===== config.mk =====
export PLATFORM = sky130hd
export DESIGN_NAME = packet_group_sequencer
export DESIGN_NICKNAME = d
export VERILOG_FILES = /design/src/rtl/packet_group_sequencer.sv
export SDC_FILE = /design/constraint.sdc
export NUM_CORES = 1
export LEC_CHECK = 0
export BUFFER_PORTS_ARGS = -buffer_cell sky130_fd_sc_hd__buf_2
export CELL_PAD_IN_SITES_DETAIL_PLACEMENT = 1
export CELL_PAD_IN_SITES_GLOBAL_PLACEMENT = 2
export CORE_AREA = 2 2 164 182
export DETAILED_ROUTE_END_ITERATION = 8
export DIE_AREA = 0 0 166 184
export GPL_ROUTABILITY_DRIVEN = 0
export GPL_TIMING_DRIVEN = 1
export PLACE_DENSITY = 0.89
export SLEW_MARGIN = 30
export SYNTH_ARGS = -nofsm -noshare
export SYNTH_HDL_FRONTEND = slang
export SYNTH_SLANG_ARGS = --single-unit

===== constraint.sdc =====
create_clock -name clk -period 7.6 [get_ports clk]
set_input_delay 0.38 -clock clk [delete_from_list [all_inputs] [get_ports clk]]
set_output_delay 0.38 -clock clk [all_outputs]
set_load 0.005 [all_outputs]

===== src/rtl/packet_group_sequencer.sv =====
// Packet/group sequencer: passes a DW-bit stream through with zero latency, marks TLAST
// every size_lat beats, and steers groups of grp_lat packets into two ping-pong buffers.
module packet_group_sequencer #(
  parameter int DW = 32
) (
  input  logic          clk,
  input  logic          resetn,
  input  logic [31:0]   PACKET_SIZE,
  input  logic [31:0]   PP_GROUP,
  input  logic          ENABLE,
  input  logic [1:0]    BUF_RELEASE,
  input  logic [DW-1:0] S_AXIS_TDATA,
  input  logic          S_AXIS_TVALID,
  output logic          S_AXIS_TREADY,
  output logic [DW-1:0] M_AXIS_TDATA,
  output logic          M_AXIS_TVALID,
  output logic          M_AXIS_TLAST,
  input  logic          M_AXIS_TREADY,
  output logic          PP_SEL,
  output logic [1:0]    BUF_FULL,
  output logic          GROUP_DONE,
  output logic          BUSY
);

  typedef enum logic [1:0] {
    ST_IDLE     = 2'd0,
    ST_RUN      = 2'd1,
    ST_WAIT_BUF = 2'd2
  } state_t;

  state_t      state_reg, state_next;
  logic [31:0] beat_cnt_reg, beat_cnt_next;
  logic [31:0] pkt_cnt_reg, pkt_cnt_next;
  logic [31:0] size_lat_reg, size_lat_next;
  logic [31:0] grp_lat_reg, grp_lat_next;
  logic        pp_sel_reg, pp_sel_next;
  logic [1:0]  buf_full_reg, buf_full_next;
  logic        group_done_reg;

  logic        run, beat, last_beat, group_end, latch_cfg, pp_other;
  logic [1:0]  buf_set;
  logic [31:0] size_in, grp_in;

  assign size_in  = (PACKET_SIZE == 32'd0) ? 32'd1 : PACKET_SIZE;
  assign grp_in   = (PP_GROUP == 32'd0) ? 32'd1 : PP_GROUP;
  assign run      = (state_reg == ST_RUN);
  assign pp_other = ~pp_sel_reg;

  assign M_AXIS_TDATA  = S_AXIS_TDATA;
  assign M_AXIS_TVALID = S_AXIS_TVALID & run;
  assign S_AXIS_TREADY = M_AXIS_TREADY & run;
  assign M_AXIS_TLAST  = run & (beat_cnt_reg == size_lat_reg - 32'd1);

  assign beat      = S_AXIS_TVALID & M_AXIS_TREADY & run;
  assign last_beat = beat & M_AXIS_TLAST;
  assign group_end = last_beat & (pkt_cnt_reg == grp_lat_reg - 32'd1);

  // Completion of a group takes priority over a release of the same buffer.
  genvar gi;
  generate
    for (gi = 0; gi < 2; gi++) begin : g_buf
      assign buf_set[gi]       = group_end & (pp_sel_reg == (gi != 0));
      assign buf_full_next[gi] = buf_set[gi] | (buf_full_reg[gi] & ~BUF_RELEASE[gi]);
    end
  endgenerate

  always_comb begin
    state_next = state_reg;
    latch_cfg  = 1'b0;
    case (state_reg)
      ST_IDLE: begin
        if (ENABLE) begin
          if (buf_full_reg[pp_sel_reg]) begin
            state_next = ST_WAIT_BUF;
          end else begin
            state_next = ST_RUN;
            latch_cfg  = 1'b1;
          end
        end
      end
      ST_RUN: begin
        if (group_end) begin
          if (!ENABLE) begin
            state_next = ST_IDLE;
          end else if (buf_full_reg[pp_other] & ~BUF_RELEASE[pp_other]) begin
            state_next = ST_WAIT_BUF;
          end else begin
            state_next = ST_RUN;
            latch_cfg  = 1'b1;
          end
        end
      end
      ST_WAIT_BUF: begin
        if (BUF_RELEASE[pp_sel_reg] | ~buf_full_reg[pp_sel_reg]) begin
          if (ENABLE) begin
            state_next = ST_RUN;
            latch_cfg  = 1'b1;
          end else begin
            state_next = ST_IDLE;
          end
        end
      end
      default: state_next = ST_IDLE;
    endcase
  end

  always_comb begin
    beat_cnt_next = beat_cnt_reg;
    pkt_cnt_next  = pkt_cnt_reg;
    if (group_end) begin
      beat_cnt_next = 32'd0;
      pkt_cnt_next  = 32'd0;
    end else if (last_beat) begin
      beat_cnt_next = 32'd0;
      pkt_cnt_next  = pkt_cnt_reg + 32'd1;
    end else if (beat) begin
      beat_cnt_next = beat_cnt_reg + 32'd1;
    end
    size_lat_next = latch_cfg ? size_in : size_lat_reg;
    grp_lat_next  = latch_cfg ? grp_in : grp_lat_reg;
    pp_sel_next   = pp_sel_reg ^ group_end;
  end

  always_ff @(posedge clk) begin
    if (!resetn) begin
      state_reg      <= ST_IDLE;
      beat_cnt_reg   <= 32'd0;
      pkt_cnt_reg    <= 32'd0;
      size_lat_reg   <= 32'd1;
      grp_lat_reg    <= 32'd1;
      pp_sel_reg     <= 1'b0;
      buf_full_reg   <= 2'b00;
      group_done_reg <= 1'b0;
    end else begin
      state_reg      <= state_next;
      beat_cnt_reg   <= beat_cnt_next;
      pkt_cnt_reg    <= pkt_cnt_next;
      size_lat_reg   <= size_lat_next;
      grp_lat_reg    <= grp_lat_next;
      pp_sel_reg     <= pp_sel_next;
      buf_full_reg   <= buf_full_next;
      group_done_reg <= group_end;
    end
  end

  assign PP_SEL     = pp_sel_reg;
  assign BUF_FULL   = buf_full_reg;
  assign GROUP_DONE = group_done_reg;
  assign BUSY       = (state_reg != ST_IDLE);

endmodule


* Word-level counts from Yosys, hierarchy flattened
Cells that the tools add are included.
** Storage, ports and cells
- Register bits :: 134
- Output and inout port bits :: 40
- Logic and storage cells :: 76
** Operators by class
- Add/sub/neg operators :: 4
- Bitwise gates (word level) :: 22
- Eq/ne operators :: 7
- Multiplexer cells :: 26
- Reductions and logical operators :: 7
- Order comparisons :: 2
** Operators by type and width (count)
- $add 32x1->32 const B :: 2
- $eq 32x32->1 :: 2
- $logic_not 32->1 :: 2
- $mux 32 :: 2
- $sub 32x1->32 const B :: 2
- $mux 1 :: 16
- $and 1x1->1 :: 12
- $mux 2 :: 6
- $not 1->1 :: 6
- $pmux 2 s3 :: 1
- $lt 1x2->1 const B :: 2
- $ne 2x2->1 const B :: 2
- $or 1x1->1 :: 3
- $pmux 1 s3 :: 1
- $reduce_and 3->1 :: 1
- $reduce_or 3->1 :: 1
- $eq 2x1->1 const B :: 1
- $eq 2x2->1 const B :: 1
- $logic_not 2->1 :: 1
- $ne 2x1->1 const B :: 1
- $reduce_bool 2->1 :: 1
- $reduce_or 2->1 :: 1
- $xor 1x1->1 :: 1

* Logic depth before layout (Yosys ltp)
- Depth after elaboration :: 9
- Gate-level depth with buffers :: 14
- Depth with buffers taken out :: 12

* Least setup slack after synthesis
No wires, ideal clock.
- Path kind :: register -> register
- From :: reg size_lat_reg[23]
- To :: reg pkt_cnt_reg[30]
- Data required time :: 7534 ps
- Path slack :: 3958 ps
- Clock period less this slack :: 3642 ps
- Cell stages (with the launch flop) :: 12
- Data arrival time :: 3576 ps
- Path through :: dfxtp_1 > or4_4 > or3_4 > nor4_4 > mux2_2 > a31o_1 > a2111o_1 > or2_1 > buf_6 > buf_6 > or4_4 > a21oi_2
** On the way
- Longest elaborated chain between the ends :: 6
** Ends and longest elaborated chain
- from (decl) :: RTL line 34 : logic [31:0] size_lat_reg, size_lat_next;
- from (signal assigned) :: RTL line 138 : size_lat_reg <= size_lat_next;
- $sub 32x1->32 (*) :: RTL line 52 : assign M_AXIS_TLAST = run & (beat_cnt_reg == size_lat_reg - 32'd1);
- $eq 32x32->1 (*) :: RTL line 52
- $and 1x1->1 (*) :: RTL line 52
- $and 1x1->1 (*) :: RTL line 55 : assign last_beat = beat & M_AXIS_TLAST;
- $and 1x1->1 :: RTL line 56 : assign group_end = last_beat & (pkt_cnt_reg == grp_lat_reg - 32'd1);
- $reduce_or 2->1 (no line)
- to (signal assigned) :: RTL line 137 : pkt_cnt_reg <= pkt_cnt_next;
- to (decl) :: RTL line 33 : logic [31:0] pkt_cnt_reg, pkt_cnt_next;
Every way passes the cells marked *; elsewhere a longest branch is shown, timed or not.
A chain may end at the register's enable or synchronous reset.

* Worst setup path in the final report
- From :: reg size_lat_reg[0]
- To :: reg pkt_cnt_reg[5]
Same word-level chain as after synthesis.

==> impl_metrics.env <==
export IMPL_post_cts_buffers=0
export IMPL_die_area_um2=30500
export IMPL_totalPowerFinal_mw=2.25
export IMPL_finalWirelength_um=33400
export IMPL_fin_nets=1377
export IMPL_cp_max_fo=32
export IMPL_yosysTopAreaCell="dfxtp_1"
export IMPL_grt_use_total_pct=21.5
export IMPL_cts_resized=0
export IMPL_overflow=0
export IMPL_end_kind="flip-flop"
export IMPL_cts_hold_buffers_added=0
export IMPL_cts_root_buf="clkbuf_16"
export IMPL_ant_nets=0
export IMPL_netlist_area_um2=9970
export IMPL_chipHeight_um=184
export IMPL_setup_violations_final=0
export IMPL_max_stage_delay_ps=800
export IMPL_grt_pass1_wl_um=53600
export IMPL_reg2regPathDepth=11
export IMPL_io_pins=143
export IMPL_slew_headroom_pct=37.7
export IMPL_design_core_area_um2=28500
export IMPL_post_synth_top_count_cell="dfxtp_1"
export IMPL_tritoncts="built"
export IMPL_path_common_cell="or4_1"
export IMPL_fmax_mhz=223
export IMPL_synthTopCellsByCount="dfxtp_1 (134), nand3_1 (101), nand4_1 (94), nor2_1 (92), clkbuf_1 (87)"
export IMPL_placement_io_buffers=78
export IMPL_path_cells="inv_1 > ha_1 > nor3b_1 > nand2_1 > xnor2_1 > a2111oi_2 > o2111ai_1 > or4_1 > or4_1 > o21ai_4 > a21oi_1"
export IMPL_synth_cells=1308
export IMPL_synth_top_cell_area_share_pct=26.9
export IMPL_fin_cells=1648
export IMPL_final_core_util_pct=38.0
export IMPL_antenna_found_initial=1
export IMPL_period_needed_ps=4480
export IMPL_setup_tns_ps=0
export IMPL_async_reset_ff_share_pct=0
export IMPL_drc_errors=0
export IMPL_fin_skew_ps=10.9
export IMPL_vias=10000
export IMPL_period_share_pct=59.0
export IMPL_numCtsBuffers=17
export IMPL_clk_latency_ps=430
export IMPL_rsz0062_at_grt="no"
export IMPL_tightest_slew_ps=935
export IMPL_dp_cells=1617
export IMPL_critPathRequiredTime_ps=7850
export IMPL_htreeDepth=4
export IMPL_ys_warn_count=0
export IMPL_grt_max_degree=104
export IMPL_dp_final_hpwl_um=23600
export IMPL_drive_gt1_share_pct=11.7
export IMPL_cp_arrival_ps=4740
export IMPL_status="finished, final reports clean"
export IMPL_grt_pass1_vias=10000
export IMPL_min_to="grp_lat_reg[13]"
export IMPL_hold_viol_final=0
export IMPL_dieWidth_um=166
export IMPL_cts_clk_slew_worst_paths_ps=70
export IMPL_maxCapViolCount=0
export IMPL_vias_per_cell=6.08
export IMPL_slew_viol_final=0
export IMPL_synth_area_top_cells="dfxtp_1 (27%), nand4_1 (5.9%), o211ai_1 (5.2%)"
export IMPL_leakagePower_nw=3.76
export IMPL_slowest_stage="o21ai_4"
export IMPL_r2r_start="size_lat_reg[0]"
export IMPL_cp_start_kind="flip-flop"
export IMPL_ys_ff_latch=134
export IMPL_synth_cell_types=70
export IMPL_dr_first_iter_drc_count=614
export IMPL_fin_hold_ws_ps=235
export IMPL_syn_avg_cell_area_um2=7.62
export IMPL_yosysSeqAreaShare_pct=26.9
export IMPL_cts_buffer_depth=2
export IMPL_syn_nets=1417
export IMPL_regToRegSetupSlack_ps=3120
export IMPL_vdd_ir_drop_max_mv=0.115
export IMPL_yosys_most_used_dff="dfxtp_1"
export IMPL_startpoint="size_lat_reg[0]"
export IMPL_min_from="PP_GROUP[13]"
export IMPL_firstDrtPassIters=5
export IMPL_hold_path_class="in2reg"
export IMPL_diodes=0
export IMPL_detail_route_wl_per_cell_um=20.2
export IMPL_area_growth_synth_to_final_pct=8.81
export IMPL_initial_core_util_pct=34.9
export IMPL_synth_edff_count=0
export IMPL_std_cell_rows=65
export IMPL_r2r_end="pkt_cnt_reg[5]"
export IMPL_whs_path_depth=3
export IMPL_worstSetupPathType="reg2reg"
export IMPL_cts_sinks=134
export IMPL_power_density_nw_per_um2=208
power breakdown:
part           switching [mW]  total, mW  internal (mW)
combinational           0.281      0.468          0.187
clock                   0.345      0.945          0.600
sequential             0.0923      0.838          0.746
total                   0.718       2.25           1.53
layer usage:
| layer | vias to the layer above | part of all wire, % | track usage, % |
|---|---|---|---|
| met5 | - | 0.039 | 0 |
| met1 | 4975 | 43 | 25.2 |
| met4 | 2 | 2.4 | 7.06 |
| li1 | 4839 | - | - |
| met3 | 53 | 2.6 | 3.10 |
| met2 | 156 | 52 | 40.0 |
critical path, delay by kind of cell, from the launching register on:
kind	cells	cell delay, ps
AND/OR/NAND/NOR	4	1980
AO/OA/AOI/OAI	4	1450
flip-flops	1	340
adder cells (fa/ha/maj)	1	220
XOR/XNOR	1	200
buffers and inverters	1	110
final cells by class:
cell class | instances | area [µm²]
timing repair buffer | 89 | 479
tap | 368 | 460
fill | 3453 | 17700
inverter | 14 | 52.6
clock inverter | 11 | 195
sequential | 134 | 2680
clock buffer | 20 | 457
multi-input combinational | 1012 | 6520
layout by cell type, fill, tap and decap left out, types with 8 or more instances in the layout:
master / instances
dfxtp_1: 134
nand3_1: 101
nand4_1: 94
nor2_1: 90
and3_1: 81
buf_2: 77
o211ai_1: 69
a31oi_1: 65
xnor2_1: 58
xor2_1: 56
nand2_1: 51
nor4_1: 42
a21oi_1: 41
or3_1: 37
nor3_1: 33
o21ai_0: 31
or4_1: 17
clkbuf_16: 17
inv_1: 14
and2_1: 12
buf_4: 11
mux2i_1: 10
o31ai_1: 8
worst max path at each step:
stage | cells after the start | slack (ps) | endpoint
after CTS | 11 | 3110 | pkt_cnt_reg[5]
after global routing | 11 | 2770 | pkt_cnt_reg[15]
after detailed placement | 9 | 3150 | pkt_cnt_reg[12]
after floorplan | 11 | 3960 | pkt_cnt_reg[30]
after global placement | 11 | 3200 | beat_cnt_reg[22]
final | 11 | 3120 | pkt_cnt_reg[5]
logic make-up (layout without fill, tap and decap cells):
logic type                 Yosys count  in the layout  share of synthesized area, %
and+or+nand+nor                    624            624                          35.8
AOI/OAI and AO/OA                  256            256                          17.2
buffers and inverters              162            134                          8.10
DFF                                134            134                          26.9
xor gates and xnor gates           114            114                          10.0
muxes                               12             12                          1.23
adders and majority gates            6              6                         0.753
per-stage QoR:
step	worst slack [ps]	area [µm²]
after floorplan	3960	9970
after global placement	3200	10200
after detailed placement	3150	10200
after CTS	3110	10800
after global routing	2770	10800
final	3120	10800
No activity file was read; power rests on OpenSTA's default activity.
